**src/rtl/shift_seq_ctrl_pkg.sv**
```systemverilog
// Shared types and helpers for the Shift4 sequencer.
package shift_seq_ctrl_pkg;

    localparam int DEFAULT_SIZE = 4;

    typedef enum logic {
        ST_IDLE  = 1'b0,
        ST_SHIFT = 1'b1
    } state_t;

    // Requested length of 0 or anything wider than the register means "all bits".
    function automatic int eff_len(input int len, input int sz);
        return ((len == 0) || (len > sz)) ? sz : len;
    endfunction

endpackage

```
**src/rtl/shift_seq_ctrl.sv**
```systemverilog
// Sequencer for the Shift4 parallel-load / right-shift register.
// Takes words on a valid/ready handshake, loads them into Shift4 and
// streams q[0] out LSB-first on its own valid/ready interface.
//
// state    | meaning
// ---------+------------------------------------------------------------
// ST_IDLE  | no word in flight, ready to accept a new one
// ST_SHIFT | word loaded, cnt bits (including the current one) remain
module shift_seq_ctrl
    import shift_seq_ctrl_pkg::*;
#(
    parameter int  size  = DEFAULT_SIZE,
    localparam int LEN_W = $clog2(size + 1)
) (
    input  logic             clk,
    input  logic             areset_n,
    input  logic             in_valid,
    output logic             in_ready,
    input  logic [size-1:0]  in_data,
    input  logic [LEN_W-1:0] in_len,
    output logic             ser_valid,
    input  logic             ser_ready,
    output logic             ser_bit,
    output logic             ser_last,
    output logic             sr_areset,
    output logic             sr_load,
    output logic             sr_ena,
    output logic [size-1:0]  sr_data,
    input  logic [size-1:0]  sr_q
);

    state_t           state;
    state_t           state_nxt;
    logic [LEN_W-1:0] cnt;
    logic [LEN_W-1:0] cnt_nxt;
    logic [LEN_W-1:0] len_eff;
    logic             cnt_last;
    logic             accept;
    logic             xfer;
    logic             unused_sr_q;

    assign len_eff  = LEN_W'(eff_len(int'(in_len), size));
    assign cnt_last = (cnt == LEN_W'(1));

    // Only q[0] is observed; upper bits leave the register without being looked at.
    assign unused_sr_q = ^sr_q[size-1:1];

    assign ser_bit   = sr_q[0];
    assign sr_data   = in_data;
    assign sr_areset = ~areset_n;

    // State and bit counter register, synchronous active-low reset.
    always_ff @(posedge clk) begin
        if (!areset_n) begin
            state <= ST_IDLE;
            cnt   <= '0;
        end else begin
            state <= state_nxt;
            cnt   <= cnt_nxt;
        end
    end

    // Next state: count bits down, reload on back-to-back words, else drop to idle.
    always_comb begin
        state_nxt = state;
        cnt_nxt   = cnt;
        case (state)
            ST_IDLE: begin
                if (accept) begin
                    state_nxt = ST_SHIFT;
                    cnt_nxt   = len_eff;
                end
            end
            ST_SHIFT: begin
                if (xfer) begin
                    if (!cnt_last) begin
                        cnt_nxt = cnt - LEN_W'(1);
                    end else if (accept) begin
                        cnt_nxt = len_eff;
                    end else begin
                        state_nxt = ST_IDLE;
                        cnt_nxt   = '0;
                    end
                end
            end
            default: begin
                state_nxt = ST_IDLE;
                cnt_nxt   = '0;
            end
        endcase
    end

    // Handshake and Shift4 controls; all held inactive while reset is asserted.
    // ser_valid depends on state only, so ser_ready never reaches it combinationally.
    always_comb begin
        in_ready  = 1'b0;
        ser_valid = 1'b0;
        ser_last  = 1'b0;
        sr_load   = 1'b0;
        sr_ena    = 1'b0;
        accept    = 1'b0;
        xfer      = 1'b0;
        if (areset_n) begin
            ser_valid = (state == ST_SHIFT);
            xfer      = ser_valid & ser_ready;
            in_ready  = (state == ST_IDLE) | (xfer & cnt_last);
            accept    = in_valid & in_ready;
            ser_last  = ser_valid & cnt_last;
            sr_load   = accept;
            // A reload on the last bit takes priority over the shift.
            sr_ena    = xfer & ~sr_load;
        end
    end

endmodule

```
**config.mk**
```make
export PLATFORM = sky130hd
export DESIGN_NAME = shift_seq_ctrl
export DESIGN_NICKNAME = d
export VERILOG_FILES = /design/src/rtl/shift_seq_ctrl_pkg.sv /design/src/rtl/shift_seq_ctrl.sv
export SDC_FILE = /design/constraint.sdc
export NUM_CORES = 1
export LEC_CHECK = 0
export CORE_AREA = 2 2 39 41
export DETAILED_ROUTE_END_ITERATION = 7
export DIE_AREA = 0 0 41 43
export HOLD_SLACK_MARGIN = 0.03
export PLACE_DENSITY = 0.67
export SLEW_MARGIN = 20
export SYNTH_ARGS = -nofsm -noshare
export SYNTH_HDL_FRONTEND = slang
export SYNTH_SLANG_ARGS = --single-unit
export TNS_END_PERCENT = 100
```
**constraint.sdc**
```tcl
create_clock -name clk -period 2.4 [get_ports clk]
set_clock_uncertainty 0.2 [all_clocks]
set_input_delay 0.24 -clock clk [delete_from_list [all_inputs] [get_ports clk]]
set_output_delay 0.24 -clock clk [all_outputs]
set_load 0.1 [all_outputs]
```
; ---- Yosys cells after proc, flatten, opt, wreduce, memory -nomap -nowiden
; Cells that the tools add are included.
[totals]
output_inout_bits = 11
register_bits = 4
wordCells = 35
[classes]
magnitude_cmp = 1
reduce_logical = 3
bitwise_logic = 9
n_eq_ne = 3
add_sub_neg = 1
n_mux = 16
[op_table]
columns = op, count
row1 = $mux 3, 5
row2 = $mux 1, 9
row3 = $pmux 3 s2, 1
row4 = $and 1x1->1, 5
row5 = $eq 3x1->1 const B, 1
row6 = $gt 3x3->1 const B, 1
row7 = $logic_not 3->1, 1
row8 = $not 1->1, 3
row9 = $sub 3x1->3 const B, 1
row10 = $ne 2x1->1 const B, 1
row11 = $ne 2x2->1 const B, 1
row12 = $pmux 1 s2, 1
row13 = $reduce_and 2->1, 1
row14 = $logic_or 1x1->1, 1
row15 = $or 1x1->1, 1

; ---- Depth between registers and ports, before layout
[depth]
depth_word = 9
mapped_depth = 6
ltp_nobuf = 6

; ---- Worst setup path before layout
; No wires, ideal clock.
[synth_path]
path_type = register -> output
from = register cnt[0]
to = output port sr_load
required_ns = 1.960
path_stages_with_launch = 6
setup_slack_ns = -1.311
t_arrival_ns = 3.271
cell_sequence = dfxtp_1 -> ha_1 -> nor2b_1 -> nand2_1 -> a21oi_1 -> and2_1
[synth_between]
elab_chain_cells = 5
[synth_lines]
columns = item, line_no
row1 = from (decl), shift_seq_ctrl.sv:34  ; logic [LEN_W-1:0] cnt;
row2 = from (signal assigned), shift_seq_ctrl.sv:59  ; cnt <= cnt_nxt;
row3 = $eq 3x1->1, shift_seq_ctrl.sv:43  ; assign cnt_last = (cnt == LEN_W'(1));
row4 = $and 1x1->1, shift_seq_ctrl.sv:106  ; in_ready = (state == ST_IDLE) | (xfer & cnt_last);
row5 = $or 1x1->1, shift_seq_ctrl.sv:106
row6 = $and 1x1->1, shift_seq_ctrl.sv:107  ; accept = in_valid & in_ready;
row7 = $mux 1, shift_seq_ctrl.sv:103  ; if (areset_n) begin
row8 = to (decl), shift_seq_ctrl.sv:26  ; output logic sr_load,
; No other way between the ends.

; ---- Final worst setup path
; Ends and elaborated chain as after synthesis.

==> impl_metrics.json <==
{
  "peakVddDrop_mv": 0.245,
  "gp_congestion": 0.843,
  "ys_warn_count": 0,
  "fin_ws_ps": 231,
  "status": "completed",
  "ys_seq_area_share_pct": 22.0,
  "worstPathCellList": "ha_1 > nor2b_2 > nand2_1 > a21oi_4 > and2_2 > buf_12",
  "cp.depth": 6,
  "drt_wl_total_um": 805,
  "maxCapViolations": 0,
  "worst-slew-pin-transition_ps": 309,
  "synthAdderAreaFrac_pct": 10.3,
  "seqPwrFrac_pct": 27.9,
  "synth_mux_area_share_pct": 0,
  "worst-path-max-fanout": 4,
  "grt_use_met2_pct": 16.3,
  "netSwitchingFraction_pct": 37.7,
  "cp.required_ps": 1960,
  "antenna_cells": 0,
  "regToRegStartpoint": "cnt[1]$_SDFFE_PN0P_",
  "worstSetupStartpointType": "flip-flop",
  "final_antenna_net_count": 0,
  "min_path_type": "input port to output pin",
  "ys_types": 21,
  "worstSkewPairLatency_ps": 240,
  "h-tree-depth": 1,
  "dr.pass1.iters": 3,
  "grt_overflow": 0,
  "drc": 0,
  "fin_cells": 75,
  "cp_slowest_cell": "dfxtp_1",
  "core_um2": 1380,
  "hold_buffers": 0,
  "mostFrequentLayoutCells": "6 x clkdlybuf4s50_1, 6 x buf_12",
  "syn_nets": 67,
  "synth-xor-area-share_pct": 0,
  "cp-endpoint": "sr_load",
  "rrSetupSlack_ps": 900,
  "synthCells": 49,
  "gr-usage-all-layers_pct": 12.5,
  "die-area_um2": 1760,
  "intPower_w": 0.000181,
  "ios": 26,
  "syn_area_um2": 364,
  "nNetsFinal": 79,
  "setup_viol": 0,
  "clkPwrFrac_pct": 29.4,
  "die_y_um": 43,
  "crit_type": "flip-flop to output pin",
  "cts_tree": "done",
  "ys_ff_latch": 4,
  "rows": 14,
  "reg2reg_to": "cnt[0]$_SDFFE_PN0P_",
  "rsz0062_at_grt": "false",
  "wl_per_cell_um": 10.7,
  "cts_resized": 0,
  "vias_per_cell": 5.01,
  "cp_num_buf_inv": 1,
  "first_iter_violations": 2,
  "p_leak_nw": 0.230,
  "die_w_um": 41,
  "cts_sinks": 4,
  "use_met3_pct": 8.90,
  "period_minus_slack_ps": 2170,
  "synth-simple-area-share_pct": 28.5,
  "syn_avg_cell_area_um2": 7.43,
  "synth_top_family_by_area": "simple AND/OR/NAND/NOR gates",
  "start_util_pct": 26.3,
  "hpwlAfterDp_um": 691,
  "layout-drive-gt1-share_pct": 28.8,
  "grt_start_max_net_pins": 8,
  "reg2reg_depth": 5,
  "p_sw_w": 0.000109,
  "synth_compound_area_share_pct": 23.7,
  "multiInputGateArea_um2": 251,
  "slew_headroom_pct": 79.4,
  "regArea_um2": 80.1,
  "tns_ps": 0,
  "cts_root_buf": "clkbuf_4",
  "fillers": 138,
  "startpoint": "cnt[0]$_SDFFE_PN0P_",
  "area_growth_pct": 57.4,
  "vias": 376,
  "cts_setup_buffers": 0,
  "top_usage_layer": "met2",
  "critPathCaptureType": "output pin",
  "post-place-ws_ps": 297,
  "hold_violations": 0,
  "dp_cells": 72,
  "drv_slew": 0,
  "grt_pass1_vias": 365,
  "critical_path.top_delay_family": "simple AND/OR/NAND/NOR gates",
  "path_clk_slew_ps": 30,
  "antenna_found_initial": 0,
  "cts_inserted_buffers": 3,
  "grt_pass1_wl_mm": 1.44,
  "grt_util_met1_pct": 13.5,
  "critPathMaxStageDelay_ps": 380,
  "max_freq_mhz": 461,
  "power_density_nw_per_um2": 506,
  "p_comb_share_pct": 42.6,
  "clockBufferDepth": 2,
  "finalCritPeriodShare_pct": 90.4,
  "worstPathArrival_ps": 1730,
  "io_buffers": 12
}
-- through the flow --
step	area (um2)	power (W)	hold slack, ps	util [%]
floorplan	385	0.000200	157	-
global placement	548	0.000204	281	39.6
detailed placement	548	0.000205	281	39.6
CTS	571	0.000293	281	41.2
global route	573	0.000314	280	41.4
finish	573	0.000290	280	41.4
-- worst min path at each step --
| stage | end | slack [ps] | start | cells after the start |
|---|---|---|---|---|
| finish | ser_bit | 280 | sr_q[0] | 0 |
| global route | ser_bit | 280 | sr_q[0] | 0 |
| CTS | sr_data[3] | 280 | in_data[3] | 0 |
| detailed placement | sr_data[3] | 280 | in_data[3] | 0 |
| global placement | sr_data[3] | 280 | in_data[3] | 0 |
| floorplan | state$_SDFF_PN0_ | 160 | in_valid | 2 |
-- registers in the layout, indices dropped and copies added (netlist names) --
name   count
state      1
cnt        3
-- worst register-to-register path: stages, from the launching register on --
cell and delay (ps):
dfxtp_1 320, inv_1 60, ha_1 200, nor2b_2 180, o41ai_1 240, o221a_1 240
-- layer usage --
metal  part of all wire [%]  wire (um)
met1                     43        347
met2                     45        364
met3                     10         82
met4                    1.2         10
met5                      0          0
-- cells by family (layout without fill, tap and decap cells) --
group                    count (synthesis)  count (layout)
flip-flops                               4               4
AND/OR/NAND/NOR                         19              19
AO/OA/AOI/OAI                           13              13
adder cells (fa/ha/maj)                  3               3
buffers and inverters                   10              20
-- synth_stat cells, drive strengths merged --
library cell / instances / area, um2
a211oi: 1 / 7.51
buf: 5 / 37.5
nor3b: 1 / 7.51
nand3b: 2 / 15.0
inv: 5 / 18.8
o21ai: 4 / 20.0
nand2: 4 / 15.0
a21oi: 4 / 20.0
o221a: 2 / 22.5
nor2: 4 / 15.0
o41ai: 1 / 8.76
dfxtp: 4 / 80.1
ha: 3 / 37.5
o31ai: 1 / 7.51
nor2b: 3 / 18.8
and2: 1 / 6.26
nand2b: 1 / 6.26
and3: 2 / 13.8
or2: 1 / 6.26
-- area by class of cell --
| type | count | share of cell area, % |
|---|---|---|
| inverters | 5 | 3.28 |
| clock buffers | 3 | 3.93 |
| well taps | 16 | 3.49 |
| multi-input cells | 35 | 43.9 |
| repair buffers | 12 | 31.4 |
| flip-flops and latches | 4 | 14.0 |
-- power by group through the flow --
stage | Clock (W) | Sequential [W] | Combinational, W
after CTS | 0.0000886 | 0.0000805 | 0.000124
after global routing | 0.0000997 | 0.0000817 | 0.000132
final | 0.0000854 | 0.0000810 | 0.000124
after detailed placement | 0 | 0.0000815 | 0.000124
after global placement | 0 | 0.0000813 | 0.000122
after floorplan | 0 | 0.0000798 | 0.000120
No activity file was read; power rests on OpenSTA's default activity.
==> RTL edit 1, RTL diff (same settings) <==
Set the package constant `DEFAULT_SIZE` to 8 (it was 4).
--- a/src/rtl/shift_seq_ctrl_pkg.sv
+++ b/src/rtl/shift_seq_ctrl_pkg.sv
@@ -1,7 +1,7 @@
 // Shared types and helpers for the Shift4 sequencer.
 package shift_seq_ctrl_pkg;
 
-    localparam int DEFAULT_SIZE = 4;
+    localparam int DEFAULT_SIZE = 8;
 
     typedef enum logic {
         ST_IDLE  = 1'b0,
Interface: changed (resized in_data, in_len, sr_data and sr_q); port bits go from 26 to 39. No check against the original RTL was run, so the function may have changed too.
==> RTL edit 1 against the original RTL <==
- largest cell class unchanged
- cell count up 8.0%
- total power up 16%
- final area up 21%
- highest routed layer is now met3
- sequential cell count up 1
- area after synthesis up 30%
- maximum frequency down 6.6%
- wire length up 20%
- worst hold slack about the same
- worst setup slack worse by 0.15 ns
==> RTL edit 1: results (changes against the original RTL) <==
FINISH
-------------------------------------------------------------------------------
Number of logic inverters in the finished layout                              6   +1
Seq. cell area                                                      102.6 sq um   +28%
Multi-Input Combinational                                                    37   +5.7%
Bufs w/o clock                                                               13   +1
Clock distribution area overhead in the final layout                    0.03804   -0.001258
Area taken by multi-input logic gates                               327.8 sq um   +30%
Largest registers ranked by flip-flop count                        cnt x4, state x1
Clock buf count                                                               4   +1
Nets@finish                                                                  92   +16%

SYNTH
-------------------------------------------------------------------------------
Syn nets                                                                     83   +24%
Multiplexer share of the synthesized area                               0.04233   +0.04233
Sequential-to-total area share from yosys stat                           0.2116   -0.008291
Dominant cells by area after synthesis                             sky130_fd_sc_hd__dfxtp_1 (21%), sky130_fd_sc_hd__buf_4 (14%), sky130_fd_sc_hd__ha_1 (5.3%)
Adder-Cell Fraction of Synth Area                                       0.05291   -0.05018

WORST SETUP PATH
-------------------------------------------------------------------------------
Maximum net fanout on the critical path                                       6   +2
CP arrival                                                              1.88 ns   +0.15 ns
Peak per-stage delay on the critical path                               0.43 ns   +0.05 ns

POWER AND IR DROP
-------------------------------------------------------------------------------
Total power draw                                                       337.5 uW   +16%
Seq pwr                                                                  100 uW   +23%

TIMING
-------------------------------------------------------------------------------
Worst-case hold slack                                                 0.2800 ns   -0.000008000 ns
Worst slew slack as a fraction of its limit                              0.7675   -0.02619

ROUTING
-------------------------------------------------------------------------------
Detail-routed net length per standard cell                             11.95 um   +11%
Starting DRC count in detailed routing                                        5   +3
Pre-antenna DRT Iters                                                         4   +1

RUN STATUS
-------------------------------------------------------------------------------
Status                                                             finished clean

CTS
-------------------------------------------------------------------------------
Clock-pin transition on the worst setup and hold timing paths           0.05 ns   +0.02 ns

GLOBAL ROUTE
-------------------------------------------------------------------------------
Gr usage total                                                           0.1411   +0.01575
Pin count of the biggest net entering global routing                         10   +2

PLACEMENT
-------------------------------------------------------------------------------
Final weighted congestion of routability-driven global placement         0.7196   -15%

RTL edit 1: cell count changes after synthesis, moves of 2 or more:
cell	change
sky130_fd_sc_hd__a21oi_1	-3
sky130_fd_sc_hd__buf_4	+4
sky130_fd_sc_hd__mux2i_1	+2
sky130_fd_sc_hd__nand3b_1	-2
sky130_fd_sc_hd__nor2b_1	-2
sky130_fd_sc_hd__nor3_1	+3
sky130_fd_sc_hd__o21a_1	+2
sky130_fd_sc_hd__o21ai_0	-2
sky130_fd_sc_hd__o221a_1	-2
RTL edit 1: per-layer routing:
| layer | global-route usage | share of wire | vias up | wire (um) |
|---|---|---|---|---|
| li1 | - | - | 209 | - |
| met1 | 0.1694 | 0.35 | 196 | 341 |
| met2 | 0.2313 | 0.57 | 17 | 552 |
| met3 | 0.02094 | 0.077 | 0 | 75 |
| met4 | 0.06667 | 0 | 0 | 0 |
| met5 | 0 | 0 | - | 0 |
RTL edit 1: metrics by stage:
stage / setup slack, ns / instances / TNS [ns] / instance area, sq um / utilization
after global routing: 0.003403 / 81 / 0 / 690.7 / 0.4991
after floorplan: -0.1240 / 57 / -0.1255 / 521.8 / -
after detailed placement: 0.3304 / 77 / 0 / 664.4 / 0.4801
final: 0.07806 / 81 / 0 / 690.7 / 0.4991
after global placement: 0.3452 / 77 / 0 / 664.4 / 0.4801
after CTS: 0.07163 / 81 / 0 / 690.7 / 0.4991
RTL edit 1: worst paths after layout:
| kind | start | end | cells after the start |
|---|---|---|---|
| setup / recovery | cnt[0] | sr_load | 5 |
| hold / removal | in_data[5] | sr_data[5] | 0 |
| setup reg to reg | cnt[0] | cnt[2] | 5 |
| hold reg to reg | cnt[1] | cnt[1] | 2 |
==> RTL edit 2, RTL diff (same flow settings) <==
Without the edit above. Make the reset (`areset_n`) asynchronous in one clocked block. Comments in the files are not updated.
--- a/src/rtl/shift_seq_ctrl.sv
+++ b/src/rtl/shift_seq_ctrl.sv
@@ -50,7 +50,7 @@
     assign sr_areset = ~areset_n;
 
     // State and bit counter register, synchronous active-low reset.
-    always_ff @(posedge clk) begin
+    always_ff @(posedge clk or negedge areset_n) begin
         if (!areset_n) begin
             state <= ST_IDLE;
             cnt   <= '0;
Function: same outputs for any inputs over 10 cycles, from zero or initial values and one cycle with areset_n low; that may be too few to reach the edited logic, so the function may still have changed.
==> RTL edit 2 against the original RTL <==
- wire length rose by 24%
- combinational power rose to 3.4 times the old value
- area after synthesis rose by 25%
- total power is 120% higher
- sequential cell count did not move
- die area unchanged
- global-route usage grew 0.64 points
- worst setup slack better by 0.054 ns
- worst hold slack worse by 0.047 ns
- final area grew 12%
- via count grew 10%
- critical path depth unchanged
- largest power group unchanged
==> RTL edit 2: results (changes against the original RTL) <==
RUN STATUS
--------------------------------------------------------------------------------------
Status                                                                    finished clean

TIMING
--------------------------------------------------------------------------------------
Period utilization                                                              0.8812   -0.02246

GLOBAL ROUTE
--------------------------------------------------------------------------------------
Met3 Resource Use GR                                                           0.07853   -0.01047
Number of global-route vias before repair                                          386   +5.8%
Pin count of the biggest net entering global routing                                14   +6
Met2 global-route usage                                                         0.2156   +0.05313
Wire length of the first global-routing pass                                   1511 um   +5.3%
M1 GR Usage                                                                     0.1294   -0.005166
Gr usage total                                                                  0.1318   +0.006415

POWER AND IR DROP
--------------------------------------------------------------------------------------
Leakage power                                                             0.0002880 uW   +25%
Maximum vdd ir drop                                                          0.3537 mV   +44%

SYNTH
--------------------------------------------------------------------------------------
Adder-Cell Fraction of Synth Area                                              0.08219   -0.02090
Async S/R FF share, synth                                                        1.000   +1.000
Compound-gate portion of the synthesized area                                   0.1726   -0.06451
Syn nets                                                                            73   +9.0%
Number of distinct standard cells referenced by the synthesized netlist             26   +24%
Sequential-to-total area share from yosys stat                                  0.2192   -0.0007532
Dominant cells by area after synthesis                                    sky130_fd_sc_hd__dfrtp_1 (22%), sky130_fd_sc_hd__buf_4 (9.9%), sky130_fd_sc_hd__ha_1 (8.2%)
Multiplexer share of the synthesized area                                      0.03288   +0.03288

ROUTING
--------------------------------------------------------------------------------------
Ratio of routed vias to standard cells                                           5.111   +2.0%
Pre-antenna DRT Iters                                                                4   +1

FINISH
--------------------------------------------------------------------------------------
Proportion of layout cells with a drive suffix above 1                          0.3231   +0.03494
Nets@finish                                                                         85   +7.6%

WORST SETUP PATH
--------------------------------------------------------------------------------------
Start point of the critical path                                                cnt[1]
Worst setup path endpoint                                                     in_ready

PLACEMENT
--------------------------------------------------------------------------------------
Placement-stage cell area                                                  610.6 sq um   +11%
Final weighted congestion of routability-driven global placement                0.7691   -8.8%
Setup slack after placement                                                  0.3141 ns   +0.01730 ns

MIN PATH
--------------------------------------------------------------------------------------
Worst Hold Class                                                              in2async

==> RTL edit 2: cell types whose count changed after synthesis, moves of 3 or more <==
cell                      change
sky130_fd_sc_hd__a31oi_1      +3
sky130_fd_sc_hd__dfrtp_1      +4
sky130_fd_sc_hd__dfxtp_1      -4
sky130_fd_sc_hd__o21ai_0      -4
==> RTL edit 2: how the worst min path moves through the flow <==
stage,cells past startpoint,start,endpoint,slack (ns)
after floorplan,0,areset_n,cnt[0],-0.26
after global placement,1,areset_n,state,0.25
after detailed placement,1,areset_n,state,0.26
after CTS,2,areset_n,cnt[2],0.23
after global routing,2,areset_n,cnt[1],0.26
final,2,areset_n,cnt[2],0.23
==> RTL edit 2: per-stage QoR <==
| stage | hold WS [ns] | std cells |
|---|---|---|
| final | 0.2331 | 81 |
| after global routing | 0.2586 | 81 |
| after CTS | 0.2318 | 81 |
| after detailed placement | 0.2552 | 77 |
| after global placement | 0.2519 | 77 |
| after floorplan | -0.2556 | 55 |
==> RTL edit 2: area by class of cell <==
type                    count  area (sq um)  area share
flip-flops and latches      4         100.1      0.1556
inverters                   5         18.77     0.02918
clock buffers               3         22.52     0.03502
multi-input cells          39         284.0      0.4416
well taps                  16         20.02     0.03113
repair buffers             14         197.7      0.3074
==> RTL edit 2: where the power goes <==
group	total, uW	internal (uW)	switching [uW]
clock	81.0	55.8	25.3
sequential	136	97.9	38.0
combinational	416	179	238
total	633	332	301
==> RTL edit 2: metal layers <==
layer  vias to the layer above  routed length [um]
li1                        206                   -
met5                         -                   0
met1                       189                 388
met4                         0                   0
met2                        19                 524
met3                         0                  85
==> RTL edit 2: logic make-up after synthesis <==
logic type,Yosys count
fa+ha+maj,3
flops,4
simple gates,23
compound gates,12
mux,1
buf+inv,12
==> RTL edit 2: worst max-delay path: stages, from the launching register on <==
cell and delay [ns]:
sky130_fd_sc_hd__dfrtp_1 0.36, sky130_fd_sc_hd__inv_1 0.08, sky130_fd_sc_hd__ha_1 0.19, sky130_fd_sc_hd__nor2b_1 0.24
sky130_fd_sc_hd__nand2_1 0.11, sky130_fd_sc_hd__a21oi_1 0.25, sky130_fd_sc_hd__buf_12 0.21
